`config.mk`:
```
export PLATFORM = sky130hd
export DESIGN_NAME = mem_instr
export DESIGN_NICKNAME = d
export VERILOG_FILES = /design/src/rtl/mem_instr.sv
export SDC_FILE = /design/constraint.sdc
export NUM_CORES = 1
export LEC_CHECK = 0
export CAP_MARGIN = 15
export CORE_ASPECT_RATIO = 1.1
export CORE_MARGIN = 2
export CORE_UTILIZATION = 38
export DETAILED_ROUTE_END_ITERATION = 10
export PLACE_DENSITY = 0.85
export SLEW_MARGIN = 20
export SYNTH_ARGS = -nofsm -noshare
export SYNTH_HDL_FRONTEND = slang
export SYNTH_SLANG_ARGS = --single-unit
```
`constraint.sdc`:
```
create_clock -name vclk -period 2.3
set_input_delay 0.46 -clock vclk [all_inputs]
set_output_delay 0.46 -clock vclk [all_outputs]
set_load 0.03 [all_outputs]
```
`src/rtl/mem_instr.sv`:
```
//==============================================================================
// Module   : mem_instr
// Desc     : IF-stage instruction memory. Combinational read of a fixed
//            RV32I program image; optional write port under IMEM_LOAD_EN.
// Revision : 1.0 - initial release
//==============================================================================
`default_nettype none

module mem_instr #(
    parameter int          DEPTH    = 64,
    parameter logic [31:0] NOP_WORD = 32'h0000_0013
) (
    input  logic        i_clk,
    input  logic        i_rst_n,
    input  logic [31:0] i_adr,
    output logic [31:0] o_instr,
    output logic        o_misaligned
`ifdef IMEM_LOAD_EN
    ,
    input  logic        i_we,
    input  logic [31:0] i_wadr,
    input  logic [31:0] i_wdata
`endif
);

    localparam logic [29:0] c_depth = 30'(DEPTH);
    localparam int          c_idx_w = (DEPTH > 1) ? $clog2(DEPTH) : 1;

    // Default program image, indexed by word address.
    function automatic logic [31:0] f_image(input logic [29:0] idx);
        logic [31:0] w;
        case (idx)
            30'd0:   w = 32'h0050_0093;
            30'd1:   w = 32'h00A0_0113;
            30'd2:   w = 32'h0020_81B3;
            30'd3:   w = 32'h4011_0233;
            30'd4:   w = 32'h0030_2023;
            30'd5:   w = 32'h0000_2283;
            30'd6:   w = 32'h0052_8333;
            30'd7:   w = 32'h0020_F3B3;
            30'd8:   w = 32'h0020_E433;
            30'd9:   w = 32'h0020_8463;
            30'd10:  w = 32'h0010_0493;
            30'd11:  w = 32'h0020_0513;
            30'd12:  w = 32'h0020_A5B3;
            30'd13:  w = 32'h0140_006F;
            30'd14:  w = 32'h0030_0613;
            30'd15:  w = 32'h0040_0693;
            30'd16:  w = 32'h0050_0713;
            30'd24:  w = 32'h0000_0793;
            30'd25:  w = 32'h0000_006F;
            default: w = NOP_WORD;
        endcase
        return w;
    endfunction

    logic w_in_range;
    assign w_in_range   = (i_adr[31:2] < c_depth);
    assign o_misaligned = |i_adr[1:0];

`ifdef IMEM_LOAD_EN
    logic [31:0] r_mem [DEPTH];
    logic        w_wr_in_range;
    logic [1:0]  w_unused_wadr;

    assign w_wr_in_range = (i_wadr[31:2] < c_depth);
    assign w_unused_wadr = i_wadr[1:0];

    // Reset reloads the whole array so a loaded program never survives it.
    always_ff @(posedge i_clk or negedge i_rst_n) begin
        if (!i_rst_n) begin
            for (int i = 0; i < DEPTH; i++) begin
                r_mem[i] <= f_image(30'(i));
            end
        end else if (i_we && w_wr_in_range) begin
            r_mem[i_wadr[c_idx_w+1:2]] <= i_wdata;
        end
    end

    always_comb begin
        o_instr = NOP_WORD;
        if (!i_rst_n) begin
            o_instr = NOP_WORD;
        end else if (w_in_range) begin
            o_instr = r_mem[i_adr[c_idx_w+1:2]];
        end else begin
            o_instr = NOP_WORD;
        end
    end
`else
    logic w_unused_clk;
    assign w_unused_clk = i_clk;

    // Unknown address bits fall through to the NOP branch.
    always_comb begin
        o_instr = NOP_WORD;
        if (!i_rst_n) begin
            o_instr = NOP_WORD;
        end else if (w_in_range) begin
            o_instr = f_image(i_adr[31:2]);
        end else begin
            o_instr = NOP_WORD;
        end
    end
`endif

endmodule

`default_nettype wire

```
# Word-level counts from Yosys, hierarchy flattened
# Memory sizes are Yosys's and may differ from the RTL's.
# Cells that the tools add are included.
# totals
mem_bits_ro	672
memories	1
word_cells	7
inputBits	34
output_inout_bits	33
regBits	0
# op_classes
order_cmp	1
reduce_logical	2
muxes	3
# mem_list
name	words	width	read_ports	rd_clocked_by_memory_dff	write_ports	line_no	source
(name not given)	32	21	1	0	0	32	case (idx)
# op_table
operator	n
$mux 32	3
$lt 30x7->1 const B	1
$logic_not 25->1	1
$reduce_or 2->1	1

# Longest topological paths before layout
# logic_depth
word_depth	4
mapped_depth	6
depth_no_buf	5

# Least setup slack after synthesis
# Ideal clock, no wire load.
# synth_path
path_kind	input to output
from	in i_adr[30]
to	out o_instr[30]
setup_slack_ns	-0.605
n_path_buf	1
t_required_ns	1.840
t_arrival_ns	2.445
stages	4
cell_sequence	nor4_4 > nand4_4 > nor4_1 > buf_4
# synth_via
elab_chain_len	4
word_cells_on_any_way	5
classes_between	order compare (1); mux (3); reduce/logical (1)
# synth_rtl
element	line_no	source
start, declared	15	input logic [31:0] i_adr,
parallel branches: the longest is 2 deep, another holds $lt 30x7->1	n/a	
$mux 32 *	99	end else if (w_in_range) begin
$mux 32 *	97	if (!i_rst_n) begin
end, declared	16	output logic [31:0] o_instr,
# Every way passes the cells marked *.

# Final worst setup path
# layout_path
from	in i_adr[9]
to	out o_instr[10]
# The elaborated chain is that of the path after synthesis.

==> results by group <==
Timing
  – Final Hold Fails: 0
  – Worst Setup Slack, final: -0.05122 ns
  – Tmin final: between 2 and 2.5 ns
  – Achievable Freq: 425.3 MHz
  – Final setup fails: 4
  – RSZ-0062 raised after global routing: true
  – Fin crit share: 102.2%
  – Final count of pins violating max slew: 0

CTS
  – Cts hold-fix bufs: 0

Power
  – Reg power frac: 0%
  – Clock share of power: 0%
  – Int Power: 126.3 uW
  – Leakage power: 0.0009434 uW
  – Switching share of total power: 53.70%
  – Worst IR drop on VDD: between 0.1 and 0.15 mV
  – Psw: 146.5 uW
  – Logic pwr share: 100.0%
  – PwrDens: 132.4 nW/um^2

Cells and area
  – Commonest non-fill, non-tap cells in the layout: 38 x buf_4, 14 x buf_6, 13 x buf_2
  – Layout cells sized above 1: 60.19%
  – Register area: 0 um^2
  – Antenna cells: 0
  – Area occupied by multi-input gates: 1071 um^2
  – Most common cell after layout, fill and taps aside: buf_4
  – Fillers: 127
  – Syn-to-layout area delta: 108.5%
  – Layout Nets: 250
  – CLK BUF: 0
  – Layout sequential cell count: 0
  – Design area: ~2100 um^2

Detailed routing
  – Initial DRC Count: 51
  – Post-route ant nets: 0
  – WL/cell: 21.14 um
  – First-pass DRT Iterations: 4
  – Remaining routing DRC violations: 0
  – Via count: 1371
  – Via density: roughly 5.8
  – DRT Wirelength: 5011 um

Die
  – Core ar.: 2496 um^2
  – I/O pins: 67
  – Row cnt: 19
  – DIE HEIGHT: roughly 57 um
  – Initial core utilization: 39.60%
  – Die Width: 52.63 um
  – Die area: 3026 um^2

Logic synthesis
  – Synth top area cells: buf_4 11%, ha_1 10%, nand4_4 6.5%, nor3_2 6.1%, nor4_2 5.1%
  – Syn avg cell area: 8.036 um^2
  – Number of library cell types mapped by synthesis: 39
  – Adder-Cell Fraction of Synth Area: about a tenth
  – Simple-gate share of the synthesized area: between 40% and 50%
  – Seq/Total Area, Yosys: 0%
  – Synthesized area: 988.4 um^2
  – Top-area cell type share of the netlist area: 10.63%
  – Synth Instances: 123
  – XOR/XNOR Fraction of Synth Area: 0.8861%
  – Synth warn: 0
  – Complex-gate fraction of the synthesized area: 18.61%
  – Synth area leader: buf_4
  – Multiplexer share of the synthesized area: around 6.5%
  – Combinational family with the most area after synthesis: simple AND/OR/NAND/NOR gates

Place
  – I/O Buffers: 55
  – Hpwl dp: 2585 um
  – Placed cell areas: 1659 um^2
  – Pre-CTS setup slack: -0.7912 ns
  – RePlAce Congestion: 0.8636

Setup path
  – Setup crit end: o_instr[10]
  – Crit path capture type: output port
  – CP Launch Type: input pin
  – Slowest stage cell, crit path: nor4_4
  – CP Depth: 7
  – WP data required: 1.84 ns
  – Cell family contributing the most delay on the critical path: simple AND/OR/NAND/NOR gates
  – Crit Path Class: input pin to output port
  – CP arrival: between 1.5 and 2 ns
  – Crit path buf inv count: 4
  – Crit. Startpoint: i_adr[9]
  – Crit path max fanout: 4
  – Cells along the critical path: buf_2 -> nor4_4 -> nand4_4 -> buf_12 -> buf_16 -> nor3_1 -> buf_4
  – Largest stage delay on the critical path: 0.33 ns

GRT
  – Total grt overflow: 0
  – First-pass GRT wire length: 6886 um
  – Antenna violations before repair: 0
  – Largest net degree at the start of global routing: 14
  – Vias in the first global route: 1406
  – GR Util All Layers: just under 30%

Outcome
  – Failing checks: negative setup slack
  – Outcome: finished with violations

Worst hold path
  – Hold_sp: i_adr[28]
  – Hold WC Path Type: input pin to output port

Run
  – # Max-Cap Violations: 0
[tightest hold or removal path, delay by kind of cell]
family	cells	cell delay, ns
buffers and inverters	3	0.37
and+or+nand+nor	2	0.15
AOI/OAI and AO/OA	1	0.04
[repair_timing]
| action | in CTS | in global routing |
|---|---|---|
| gates resized for setup | 130 | 33 |
| pin swaps | 24 | 14 |
| cloned | 5 | 0 |
| endpoints found under the hold margin | 0 | 0 |
| endpoints found under the setup margin | 21 | 19 |
| setup buffers | 10 | 1 |
[synth_stat cells, types with 2 or more instances]
cell type / n
nand4_4: 3
or3b_1: 3
ha_1: 8
nand2_1: 9
conb_1: 2
nor2_1: 5
nor3_1: 4
nor4_4: 2
a211o_1: 3
nor3_2: 6
a21o_1: 4
nor2b_1: 5
buf_2: 5
inv_1: 5
clkbuf_1: 2
buf_4: 14
nor4_2: 4
a2bb2oi_1: 3
mux2i_1: 3
a211oi_1: 6
nand3_1: 4
nand2b_1: 5
nand4_1: 2
[layout make-up]
cell class	count	area share, %
Inverter	5	1.275
Tap cell	31	1.882
Multi-Input combinational cell	105	51.97
Timing Repair Buffer	96	44.87
[per-stage QoR]
stage,instances,setup TNS [ns],hold WS (ns),power [uW],util (%)
global route,237,-0.5372,1.501,282.5,82.56
finish,237,-0.1316,1.493,272.9,82.56
floorplan,132,-0.7363,1.095,124.8,-
detailed placement,223,-7.057,1.848,224.2,66.47
global placement,223,-6.401,1.864,216.7,66.47
CTS,238,-0.02029,1.500,246.2,81.10
[metal layers]
metal / global-route usage [%] / vias up / routed length, um
li1: - / 595 / -
met1: 33.49 / 677 / 1815
met2: 57.50 / 77 / 2702
met3: 2.618 / 22 / 277
met4: 8.425 / 0 / 216
met5: 0 / - / 0
[cell families after synthesis]
family,Yosys count
XOR/XNOR,1
AO/OA/AOI/OAI,22
AND/OR/NAND/NOR,58
adder cells (fa/ha/maj),8
other,2
multiplexers,5
buffers and inverters,27
[worst min path at each step]
stage / endpoint / cells after the start / slack (ns)
floorplan: o_misaligned / 1 / 1.10
finish: o_instr[21] / 6 / 1.49
detailed placement: o_instr[6] / 5 / 1.85
global route: o_instr[21] / 6 / 1.50
global placement: o_instr[6] / 5 / 1.86
CTS: o_instr[30] / 6 / 1.50
[power by group through the flow]
| stage | registers [uW] | logic [uW] | clock network, uW |
|---|---|---|---|
| after floorplan | 0 | 125 | 0 |
| after global placement | 0 | 217 | 0 |
| after detailed placement | 0 | 224 | 0 |
| after CTS | 0 | 246 | 0 |
| after global routing | 0 | 282 | 0 |
| final | 0 | 273 | 0 |
(Power assumes the default switching activity.)
